### src/rtl/alu_issue_pkg.sv
// Shared types, encodings and the result-latency helper for the ALU op issuer.
package alu_issue_pkg;

  typedef enum logic [2:0] {
    ST_IDLE,
    ST_PH1,
    ST_GAP,
    ST_PH2,
    ST_WAIT,
    ST_RESP
  } state_e;

  typedef enum logic [1:0] {
    SPLIT_BOTH     = 2'b00,
    SPLIT_A_FIRST  = 2'b01,
    SPLIT_B_FIRST  = 2'b10,
    SPLIT_BOTH_ALT = 2'b11
  } split_e;

  // INP_VALID codes: bit 0 qualifies OPA, bit 1 qualifies OPB
  localparam logic [1:0] IV_NONE = 2'b00;
  localparam logic [1:0] IV_A    = 2'b01;
  localparam logic [1:0] IV_B    = 2'b10;
  localparam logic [1:0] IV_AB   = 2'b11;

  localparam int CMD_MAX_W = 8;
  localparam int LAT_W     = 4;

  localparam logic [CMD_MAX_W-1:0] CMD_MUL    = 8'd9;
  localparam logic [CMD_MAX_W-1:0] CMD_SHLSUB = 8'd10;

  // 11 is an alias for "both operands together"
  function automatic split_e normalize_split(input logic [1:0] raw);
    split_e s;
    s = split_e'(raw);
    if (s == SPLIT_BOTH_ALT) s = SPLIT_BOTH;
    return s;
  endfunction

  // Cycles from the last operand phase to a valid ALU result
  function automatic logic [LAT_W-1:0] op_latency(input logic                 mode,
                                                  input logic [CMD_MAX_W-1:0] cmd,
                                                  input int                   res_lat,
                                                  input int                   mul_lat);
    if (mode && (cmd == CMD_MUL || cmd == CMD_SHLSUB)) return LAT_W'(mul_lat);
    return LAT_W'(res_lat);
  endfunction

endpackage

### src/rtl/alu_op_issuer_if.sv
// Request/response handshake bundle between an operation source and the issuer.
interface alu_op_issuer_if #(
  parameter int DW = 8,
  parameter int CW = 4
);
  logic          req_valid;
  logic          req_ready;
  logic [CW-1:0] req_cmd;
  logic          req_mode;
  logic          req_cin;
  logic [DW-1:0] req_opa;
  logic [DW-1:0] req_opb;
  logic [1:0]    req_split;
  logic [4:0]    req_gap;

  logic          rsp_valid;
  logic          rsp_ready;
  logic [DW+1:0] rsp_res;
  logic          rsp_cout;
  logic          rsp_oflow;
  logic          rsp_g;
  logic          rsp_e;
  logic          rsp_l;
  logic          rsp_err;
  logic          rsp_late;

  modport master (
    output req_valid, req_cmd, req_mode, req_cin, req_opa, req_opb, req_split, req_gap,
    input  req_ready,
    input  rsp_valid, rsp_res, rsp_cout, rsp_oflow, rsp_g, rsp_e, rsp_l, rsp_err, rsp_late,
    output rsp_ready
  );

  modport slave (
    input  req_valid, req_cmd, req_mode, req_cin, req_opa, req_opb, req_split, req_gap,
    output req_ready,
    output rsp_valid, rsp_res, rsp_cout, rsp_oflow, rsp_g, rsp_e, rsp_l, rsp_err, rsp_late,
    input  rsp_ready
  );
endinterface

### src/rtl/alu_rsp_capture.sv
// Samples the ALU result and flags, forcing any bit that is not a solid 1 to 0,
// and holds them until the next capture.
module alu_rsp_capture #(
  parameter int DW = 8
) (
  input  logic          CLK,
  input  logic          RST,
  input  logic          capture_en,
  input  logic          late_in,
  input  logic [DW+1:0] res_in,
  input  logic [5:0]    flags_in,
  output logic [DW+1:0] res_out,
  output logic [5:0]    flags_out,
  output logic          late_out
);

  logic [DW+1:0] res_clean, res_q, res_d;
  logic [5:0]    flags_clean, flags_q, flags_d;
  logic          late_q, late_d;

  // Map 0, x and z alike to 0 so floating ALU outputs read as cleared
  always_comb begin
    res_clean   = '0;
    flags_clean = '0;
    for (int i = 0; i < DW + 2; i++) res_clean[i] = (res_in[i] === 1'b1);
    for (int i = 0; i < 6; i++) flags_clean[i] = (flags_in[i] === 1'b1);
  end

  // Load on capture, otherwise hold
  always_comb begin
    res_d   = res_q;
    flags_d = flags_q;
    late_d  = late_q;
    if (capture_en) begin
      res_d   = res_clean;
      flags_d = flags_clean;
      late_d  = late_in;
    end
  end

  // Holding register
  always_ff @(posedge CLK) begin
    if (!RST) begin
      res_q   <= '0;
      flags_q <= '0;
      late_q  <= 1'b0;
    end else begin
      res_q   <= res_d;
      flags_q <= flags_d;
      late_q  <= late_d;
    end
  end

  assign res_out   = res_q;
  assign flags_out = flags_q;
  assign late_out  = late_q;

endmodule

### src/rtl/alu_op_issuer.sv
// Issues one ALU operation per request (operands together or split with a gap),
// waits the command latency, captures the result and returns it on a response.
//
// state   | meaning
// IDLE    | ready for a request, ALU disabled
// PH1     | first (or only) operand phase
// GAP     | idle cycles between split operand phases
// PH2     | second operand phase of a split
// WAIT    | counting down to the result-valid cycle
// RESP    | response presented until accepted
module alu_op_issuer
  import alu_issue_pkg::*;
#(
  parameter int DW      = 8,
  parameter int CW      = 4,
  parameter int RES_LAT = 1,
  parameter int MUL_LAT = 3,
  parameter int TIMEOUT = 16
) (
  input  logic           CLK,
  input  logic           RST,
  alu_op_issuer_if.slave bus,
  output logic           CE,
  output logic [1:0]     INP_VALID,
  output logic [DW-1:0]  OPA,
  output logic [DW-1:0]  OPB,
  output logic           CIN,
  output logic [CW-1:0]  CMD,
  output logic           MODE,
  input  logic [DW+1:0]  RES,
  input  logic           COUT,
  input  logic           OFLOW,
  input  logic           G,
  input  logic           E,
  input  logic           L,
  input  logic           ERR
);

  state_e            state_q, state_d;

  logic [CW-1:0]     rq_cmd_q, rq_cmd_d;
  logic              rq_mode_q, rq_mode_d;
  logic              rq_cin_q, rq_cin_d;
  logic [DW-1:0]     rq_opa_q, rq_opa_d;
  logic [DW-1:0]     rq_opb_q, rq_opb_d;
  split_e            rq_split_q, rq_split_d;
  logic [4:0]        rq_gap_q, rq_gap_d;
  logic              rq_late_q, rq_late_d;

  logic [4:0]        gap_cnt_q, gap_cnt_d;
  logic [LAT_W-1:0]  lat_cnt_q, lat_cnt_d;
  logic [LAT_W-1:0]  op_lat;
  logic              capture_en;

  logic              req_ready_q, req_ready_d;
  logic              rsp_valid_q, rsp_valid_d;
  logic              ce_q, ce_d;
  logic [1:0]        inp_valid_q, inp_valid_d;
  logic [DW-1:0]     opa_q, opa_d;
  logic [DW-1:0]     opb_q, opb_d;
  logic [CW-1:0]     cmd_q, cmd_d;
  logic              mode_q, mode_d;
  logic              cin_q, cin_d;

  logic [5:0]        cap_flags;

  assign op_lat = op_latency(rq_mode_q, CMD_MAX_W'(rq_cmd_q), RES_LAT, MUL_LAT);

  // Next state, request capture and the gap/latency down-counters
  always_comb begin
    state_d    = state_q;
    rq_cmd_d   = rq_cmd_q;
    rq_mode_d  = rq_mode_q;
    rq_cin_d   = rq_cin_q;
    rq_opa_d   = rq_opa_q;
    rq_opb_d   = rq_opb_q;
    rq_split_d = rq_split_q;
    rq_gap_d   = rq_gap_q;
    rq_late_d  = rq_late_q;
    gap_cnt_d  = gap_cnt_q;
    lat_cnt_d  = lat_cnt_q;
    capture_en = 1'b0;
    case (state_q)
      ST_IDLE: begin
        if (bus.req_valid && req_ready_q) begin
          rq_cmd_d   = bus.req_cmd;
          rq_mode_d  = bus.req_mode;
          rq_cin_d   = bus.req_cin;
          rq_opa_d   = bus.req_opa;
          rq_opb_d   = bus.req_opb;
          rq_split_d = normalize_split(bus.req_split);
          rq_gap_d   = bus.req_gap;
          rq_late_d  = (normalize_split(bus.req_split) != SPLIT_BOTH) &&
                       (int'(bus.req_gap) >= TIMEOUT);
          state_d    = ST_PH1;
        end
      end
      ST_PH1: begin
        if (rq_split_q == SPLIT_BOTH) begin
          state_d   = ST_WAIT;
          lat_cnt_d = op_lat;
        end else if (rq_gap_q == 5'd0) begin
          state_d = ST_PH2;
        end else begin
          state_d   = ST_GAP;
          gap_cnt_d = rq_gap_q;
        end
      end
      ST_GAP: begin
        if (gap_cnt_q <= 5'd1) state_d = ST_PH2;
        else gap_cnt_d = gap_cnt_q - 5'd1;
      end
      ST_PH2: begin
        state_d   = ST_WAIT;
        lat_cnt_d = op_lat;
      end
      ST_WAIT: begin
        if (lat_cnt_q <= LAT_W'(1)) begin
          state_d    = ST_RESP;
          capture_en = 1'b1;
        end else begin
          lat_cnt_d = lat_cnt_q - LAT_W'(1);
        end
      end
      ST_RESP: begin
        if (rsp_valid_q && bus.rsp_ready) state_d = ST_IDLE;
      end
      default: state_d = ST_IDLE;
    endcase
  end

  // ALU-side and handshake outputs for the cycle described by state_d
  always_comb begin
    req_ready_d = (state_d == ST_IDLE);
    rsp_valid_d = (state_d == ST_RESP);
    ce_d        = (state_d inside {ST_PH1, ST_GAP, ST_PH2, ST_WAIT});
    inp_valid_d = IV_NONE;
    opa_d       = opa_q;
    opb_d       = opb_q;
    cmd_d       = cmd_q;
    mode_d      = mode_q;
    cin_d       = cin_q;
    if (state_d == ST_PH1 || state_d == ST_PH2) begin
      cmd_d  = rq_cmd_d;
      mode_d = rq_mode_d;
      cin_d  = rq_cin_d;
    end
    if (state_d == ST_PH1) begin
      case (rq_split_d)
        SPLIT_A_FIRST: begin
          inp_valid_d = IV_A;
          opa_d       = rq_opa_d;
        end
        SPLIT_B_FIRST: begin
          inp_valid_d = IV_B;
          opb_d       = rq_opb_d;
        end
        default: begin
          inp_valid_d = IV_AB;
          opa_d       = rq_opa_d;
          opb_d       = rq_opb_d;
        end
      endcase
    end else if (state_d == ST_PH2) begin
      case (rq_split_d)
        SPLIT_A_FIRST: begin
          inp_valid_d = IV_B;
          opb_d       = rq_opb_d;
        end
        SPLIT_B_FIRST: begin
          inp_valid_d = IV_A;
          opa_d       = rq_opa_d;
        end
        default: inp_valid_d = IV_NONE;
      endcase
    end
  end

  // State, request and output registers
  always_ff @(posedge CLK) begin
    if (!RST) begin
      state_q     <= ST_IDLE;
      rq_cmd_q    <= '0;
      rq_mode_q   <= 1'b0;
      rq_cin_q    <= 1'b0;
      rq_opa_q    <= '0;
      rq_opb_q    <= '0;
      rq_split_q  <= SPLIT_BOTH;
      rq_gap_q    <= '0;
      rq_late_q   <= 1'b0;
      gap_cnt_q   <= '0;
      lat_cnt_q   <= '0;
      req_ready_q <= 1'b1;
      rsp_valid_q <= 1'b0;
      ce_q        <= 1'b0;
      inp_valid_q <= IV_NONE;
      opa_q       <= '0;
      opb_q       <= '0;
      cmd_q       <= '0;
      mode_q      <= 1'b0;
      cin_q       <= 1'b0;
    end else begin
      state_q     <= state_d;
      rq_cmd_q    <= rq_cmd_d;
      rq_mode_q   <= rq_mode_d;
      rq_cin_q    <= rq_cin_d;
      rq_opa_q    <= rq_opa_d;
      rq_opb_q    <= rq_opb_d;
      rq_split_q  <= rq_split_d;
      rq_gap_q    <= rq_gap_d;
      rq_late_q   <= rq_late_d;
      gap_cnt_q   <= gap_cnt_d;
      lat_cnt_q   <= lat_cnt_d;
      req_ready_q <= req_ready_d;
      rsp_valid_q <= rsp_valid_d;
      ce_q        <= ce_d;
      inp_valid_q <= inp_valid_d;
      opa_q       <= opa_d;
      opb_q       <= opb_d;
      cmd_q       <= cmd_d;
      mode_q      <= mode_d;
      cin_q       <= cin_d;
    end
  end

  alu_rsp_capture #(.DW(DW)) u_capture (
    .CLK        (CLK),
    .RST        (RST),
    .capture_en (capture_en),
    .late_in    (rq_late_q),
    .res_in     (RES),
    .flags_in   ({COUT, OFLOW, G, E, L, ERR}),
    .res_out    (bus.rsp_res),
    .flags_out  (cap_flags),
    .late_out   (bus.rsp_late)
  );

  assign {bus.rsp_cout, bus.rsp_oflow, bus.rsp_g, bus.rsp_e, bus.rsp_l, bus.rsp_err} = cap_flags;

  assign bus.req_ready = req_ready_q;
  assign bus.rsp_valid = rsp_valid_q;
  assign CE            = ce_q;
  assign INP_VALID     = inp_valid_q;
  assign OPA           = opa_q;
  assign OPB           = opb_q;
  assign CMD           = cmd_q;
  assign MODE          = mode_q;
  assign CIN           = cin_q;

endmodule

### src/flat_wrapper.sv
// flat-port wrapper written by rule: the top's interface ports become plain ports
module alu_op_issuer_flat import alu_issue_pkg::*;
#(
  parameter int DW      = 8,
  parameter int CW      = 4,
  parameter int RES_LAT = 1,
  parameter int MUL_LAT = 3,
  parameter int TIMEOUT = 16
)
  (CLK, RST, CE, INP_VALID, OPA, OPB, CIN, CMD, MODE, RES, COUT, OFLOW, G, E, L, ERR, bus_req_valid, bus_req_cmd, bus_req_mode, bus_req_cin, bus_req_opa, bus_req_opb, bus_req_split, bus_req_gap, bus_req_ready, bus_rsp_valid, bus_rsp_res, bus_rsp_cout, bus_rsp_oflow, bus_rsp_g, bus_rsp_e, bus_rsp_l, bus_rsp_err, bus_rsp_late, bus_rsp_ready);
  alu_op_issuer_if #(.DW(DW), .CW(CW)) bus_i ();
  input  logic CLK;
  input  logic RST;
  output logic CE;
  output logic [1:0] INP_VALID;
  output logic [DW-1:0] OPA;
  output logic [DW-1:0] OPB;
  output logic CIN;
  output logic [CW-1:0] CMD;
  output logic MODE;
  input  logic [DW+1:0] RES;
  input  logic COUT;
  input  logic OFLOW;
  input  logic G;
  input  logic E;
  input  logic L;
  input  logic ERR;
  input wire logic [$bits(bus_i.req_valid)-1:0] bus_req_valid;
  input wire logic [$bits(bus_i.req_cmd)-1:0] bus_req_cmd;
  input wire logic [$bits(bus_i.req_mode)-1:0] bus_req_mode;
  input wire logic [$bits(bus_i.req_cin)-1:0] bus_req_cin;
  input wire logic [$bits(bus_i.req_opa)-1:0] bus_req_opa;
  input wire logic [$bits(bus_i.req_opb)-1:0] bus_req_opb;
  input wire logic [$bits(bus_i.req_split)-1:0] bus_req_split;
  input wire logic [$bits(bus_i.req_gap)-1:0] bus_req_gap;
  output wire logic [$bits(bus_i.req_ready)-1:0] bus_req_ready;
  output wire logic [$bits(bus_i.rsp_valid)-1:0] bus_rsp_valid;
  output wire logic [$bits(bus_i.rsp_res)-1:0] bus_rsp_res;
  output wire logic [$bits(bus_i.rsp_cout)-1:0] bus_rsp_cout;
  output wire logic [$bits(bus_i.rsp_oflow)-1:0] bus_rsp_oflow;
  output wire logic [$bits(bus_i.rsp_g)-1:0] bus_rsp_g;
  output wire logic [$bits(bus_i.rsp_e)-1:0] bus_rsp_e;
  output wire logic [$bits(bus_i.rsp_l)-1:0] bus_rsp_l;
  output wire logic [$bits(bus_i.rsp_err)-1:0] bus_rsp_err;
  output wire logic [$bits(bus_i.rsp_late)-1:0] bus_rsp_late;
  input wire logic [$bits(bus_i.rsp_ready)-1:0] bus_rsp_ready;
  assign bus_i.req_valid = bus_req_valid;
  assign bus_i.req_cmd = bus_req_cmd;
  assign bus_i.req_mode = bus_req_mode;
  assign bus_i.req_cin = bus_req_cin;
  assign bus_i.req_opa = bus_req_opa;
  assign bus_i.req_opb = bus_req_opb;
  assign bus_i.req_split = bus_req_split;
  assign bus_i.req_gap = bus_req_gap;
  assign bus_req_ready = bus_i.req_ready;
  assign bus_rsp_valid = bus_i.rsp_valid;
  assign bus_rsp_res = bus_i.rsp_res;
  assign bus_rsp_cout = bus_i.rsp_cout;
  assign bus_rsp_oflow = bus_i.rsp_oflow;
  assign bus_rsp_g = bus_i.rsp_g;
  assign bus_rsp_e = bus_i.rsp_e;
  assign bus_rsp_l = bus_i.rsp_l;
  assign bus_rsp_err = bus_i.rsp_err;
  assign bus_rsp_late = bus_i.rsp_late;
  assign bus_i.rsp_ready = bus_rsp_ready;
  alu_op_issuer #(.DW(DW), .CW(CW), .RES_LAT(RES_LAT), .MUL_LAT(MUL_LAT), .TIMEOUT(TIMEOUT)) u_core (.CLK(CLK), .RST(RST), .bus(bus_i), .CE(CE), .INP_VALID(INP_VALID), .OPA(OPA), .OPB(OPB), .CIN(CIN), .CMD(CMD), .MODE(MODE), .RES(RES), .COUT(COUT), .OFLOW(OFLOW), .G(G), .E(E), .L(L), .ERR(ERR));
endmodule
### config.mk
export PLATFORM = sky130hd
export DESIGN_NAME = alu_op_issuer_flat
export DESIGN_NICKNAME = d
export VERILOG_FILES = /design/src/rtl/alu_issue_pkg.sv /design/src/rtl/alu_op_issuer_if.sv /design/src/rtl/alu_rsp_capture.sv /design/src/rtl/alu_op_issuer.sv /design/src/flat_wrapper.sv
export SDC_FILE = /design/constraint.sdc
export NUM_CORES = 1
export LEC_CHECK = 0
export ABC_CLOCK_PERIOD_IN_PS = 4400
export BUFFER_PORTS_ARGS = -buffer_cell sky130_fd_sc_hd__buf_2
export CAP_MARGIN = 10
export CORE_MARGIN = 4
export CORE_UTILIZATION = 41
export CTS_CLUSTER_DIAMETER = 200
export DETAILED_ROUTE_END_ITERATION = 12
export SYNTH_ARGS = -nofsm -noshare
export SYNTH_HDL_FRONTEND = slang
export SYNTH_SLANG_ARGS = --single-unit
### constraint.sdc
create_clock -name CLK -period 4.4 [get_ports CLK]
set_input_delay 0.22 -clock CLK [delete_from_list [all_inputs] [get_ports CLK]]
set_output_delay 0.22 -clock CLK [all_outputs]
set_load 0.005 [all_outputs]
==> run_results.csv <==
group,metric,value,unit
synth,synth-seq-area-share,0.498,
global_routing,grt_pass1_vias,2853,
setup_path,setup.worst_path.end,"u_core.OPA[4]",
drt,ant_nets,0,
clock_tree,clkLatencyLatePin,0.34,ns
global_routing,grt_overflow,0,
setup_path,crit_start,"u_core.state_q[1]",
drt,met3_length,584,um
setup_path,worstPathArrival,2.63,ns
finish,nNetsFinal,516,
placed_design,place_congestion,0.837,
finish,drive_above_1_share,0.272,
run,drv_cap,0,
placed_design,place_area,0.00398,sq mm
status,status,"completed",
setup_path,crit_buf_inv,0,
finish,area_growth,21.1,%
synth,synth_flop_cell,"dfxtp_1",
clock_tree,ctsResizeCount,0,
drt,drc,0,
clock_tree,path_clk_slew,0.08,ns
power_and_ir_drop,p_sw,0.000731,W
setup_path,cp_cell_sequence,"nor3b_2 > o211ai_2 > and3_4 > a311o_1 > mux2_1",
synth,synthesis.nets,431,
drt,vias,2802,
timing,grt_setup_unrepaired,"no",
power_and_ir_drop,peakVddDrop,215,uV
setup_path,r2r_slack,2.01,ns
die,start_util,0.421,
drt,avgRoutedWirePerCell,13.9,um
power_and_ir_drop,leakage,1.95,nW
setup_path,critPathMaxFanout,13,
synth,syn_area,0.00346,sq mm
drt,wl_met1,3560,um
die,fp.dieArea,0.00997,sq mm
die,fp.dieH,99.8,um
power_and_ir_drop,seq_power_share,0.446,
timing,layout_setup_ws,2.01,ns
synth,yosysUniqueCellTypes,46,
setup_path,worstPathRequired,4.63,ns
placed_design,hpwl,5450,um
die,core-area,0.00822,sq mm
timing,hold_viol,0,
clock_tree,htree_levels,3,
global_routing,grt_antenna_before_repair,0,
finish,final_area,0.00419,sq mm
power_and_ir_drop,pwr-share-clk,0.259,
synth,ys_ff_latch,86,
clock_tree,cts_made_buffers,9,
timing,report.final.slew_viol_count,0,
placed_design,io_buffers,92,
setup_path,startpoint_type,"register",
setup_path,critPathKind,"reg -> reg",
min_path,hold_path_class,"in -> reg",
drt,drt_pass1_iterations,4,
die,io_pins,93,
timing,holdWs,0.105,ns
power_and_ir_drop,p_int,0.00155,W
timing,max_clock_freq,418,MHz
power_and_ir_drop,p_per_area,544,mW/mm^2
timing,finalSetupViolCount,0,
synth,synthArstFlopShare,0,
clock_tree,postCtsSetupRepairBufs,0,
finish,fin_util,0.510,
setup_path,critPathTopFamily,"simple AND/OR/NAND/NOR gates",
setup_path,end_kind,"register",
die,die_w,99.8,um
setup_path,r2r-end,"u_core.OPA[4]",
timing,fin_skew,0.00693,ns
drt,routed_wl,7890,um
setup_path,max_stage_delay,0.50,ns
setup_path,r2r_cells,5,
setup_path,cp_slowest_cell,"a311o_1",
drt,dr_wl_met2,3700,um
timing,finalCriticalPeriod,2.39,ns
global_routing,grt_max_degree,63,
drt,drtIter0Drc,117,
timing,tns,0,ns
synth,yosys_warnings,0,
die,core.rowCount,33,
placed_design,pre_cts_ws,2.01,ns
drt,top_layer_used,"met4",
clock_tree,clkSinkCount,86,
global_routing,grt_pass1_wl,13300,um
timing,max-slew-margin-rel,0.280,
synth,synth_edf_count,0,
finish,diodes,0,
clock_tree,cts_tree,"done",
setup_path,r2r_start,"u_core.state_q[1]",
clock_tree,root_buffer,"clkbuf_8",
finish,fillers,806,
timing,tightestPinTransition,1.08,ns
power_and_ir_drop,switching_share,0.321,
drt,via_per_inst,4.92,
setup_path,crit_cells,5,
synth,syn_inst,376,
global_routing,grt_usage,0.166,
clock_tree,clockBufferDepth,2,
timing,period_share,0.544,
synth,synth.avg_cell_area,9.20,sq um
power_and_ir_drop,pwr-share-comb,0.295,
clock_tree,holdBufCountCts,0,
## logic make-up (layout without fill, tap and decap cells)
family / after synthesis / count (layout) / synth area share
fa+ha+maj: 6 / 6 / 0.0217
buf+inv: 30 / 118 / 0.0383
flops: 86 / 86 / 0.498
mux: 41 / 41 / 0.124
simple gates: 146 / 146 / 0.196
xor+xnor: 3 / 3 / 0.00760
compound gates: 64 / 64 / 0.114
## sequential cells by signal, indices dropped and copies added, names as in the netlist, 5 cells and up
name,flops
u_core.u_capture.flags_out,6
u_core.rq_opa_q,8
u_core.rq_opb_q,8
u_core.rq_gap_q,5
u_core.gap_cnt_q,5
u_core.u_capture.res_out,10
u_core.OPB,8
u_core.OPA,8
## synthesized netlist by cell type, drive strengths merged (3+ instances only)
| library cell | number | area share |
|---|---|---|
| inv | 9 | 0.0098 |
| ha | 6 | 0.022 |
| a211oi | 3 | 0.0065 |
| nand3 | 11 | 0.016 |
| o31ai | 7 | 0.015 |
| clkbuf | 12 | 0.013 |
| mux2 | 16 | 0.052 |
| o21ai | 8 | 0.012 |
| o21a | 4 | 0.0087 |
| dfxtp | 86 | 0.50 |
| nand2 | 59 | 0.064 |
| nor2 | 39 | 0.042 |
| a21oi | 33 | 0.049 |
| and2 | 17 | 0.031 |
| mux2i | 25 | 0.072 |
| nor3 | 4 | 0.0058 |
| nand2b | 3 | 0.0054 |
| buf | 8 | 0.014 |
## cell type report
type	count	area [sq um]	share of cell area
Sequential cell	86	1720	0.411
Clock inverter	3	68.8	0.0164
Inverter	10	37.5	0.00896
Multi-Input combinational cell	260	1610	0.385
Timing Repair Buffer	94	475	0.114
Clock buffer	11	141	0.0338
Tap cell	105	131	0.0314
## power groups by stage
| stage | Sequential (W) | Clock [W] | Combinational, W |
|---|---|---|---|
| floorplan | 0.00101 | 0 | 0.000495 |
| global placement | 0.00103 | 0 | 0.000678 |
| detailed placement | 0.00103 | 0 | 0.000683 |
| CTS | 0.00102 | 0.000616 | 0.000686 |
| global route | 0.00104 | 0.000644 | 0.000762 |
| finish | 0.00102 | 0.000591 | 0.000672 |
## stage by stage
stage / instances / total power [W]
after floorplan: 376 / 0.00151
final: 569 / 0.00228
after CTS: 569 / 0.00232
after global routing: 569 / 0.00244
after global placement: 555 / 0.00171
after detailed placement: 555 / 0.00172
## metal layers
layer  GRT usage  vias up
met1       0.204     1293
li1            -     1435
met2       0.264       69
met5           0        -
met4      0.0515        0
met3      0.0709        5
## cells in the final DEF, fill, tap and decap left out, types with 9 or more instances in the layout
master	instances
buf_2	92
and2_1	16
clkbuf_8	10
nor2_1	39
a21oi_1	32
nand3_1	11
mux2i_1	25
dfxtp_1	86
inv_1	9
nand2_1	59
## worst min-delay path: stages
cell     delay [ns]
buf_2          0.07
mux2i_1        0.05
nor2_1         0.07
## how the worst min path moves through the flow
stage / slack [ns] / depth (start not counted) / from / endpoint
after CTS: 0.08 / 3 / RES[6] / u_core.u_capture.res_out[6]
after detailed placement: 0.45 / 2 / u_core.rq_opa_q[7] / u_core.rq_opa_q[7]
final: 0.11 / 3 / RES[6] / u_core.u_capture.res_out[6]
after floorplan: 0.36 / 2 / bus_req_gap[0] / u_core.rq_gap_q[0]
after global routing: 0.09 / 3 / RES[9] / u_core.u_capture.res_out[9]
after global placement: 0.44 / 2 / u_core.rq_late_q / u_core.rq_late_q
(Power assumes the default switching activity.)
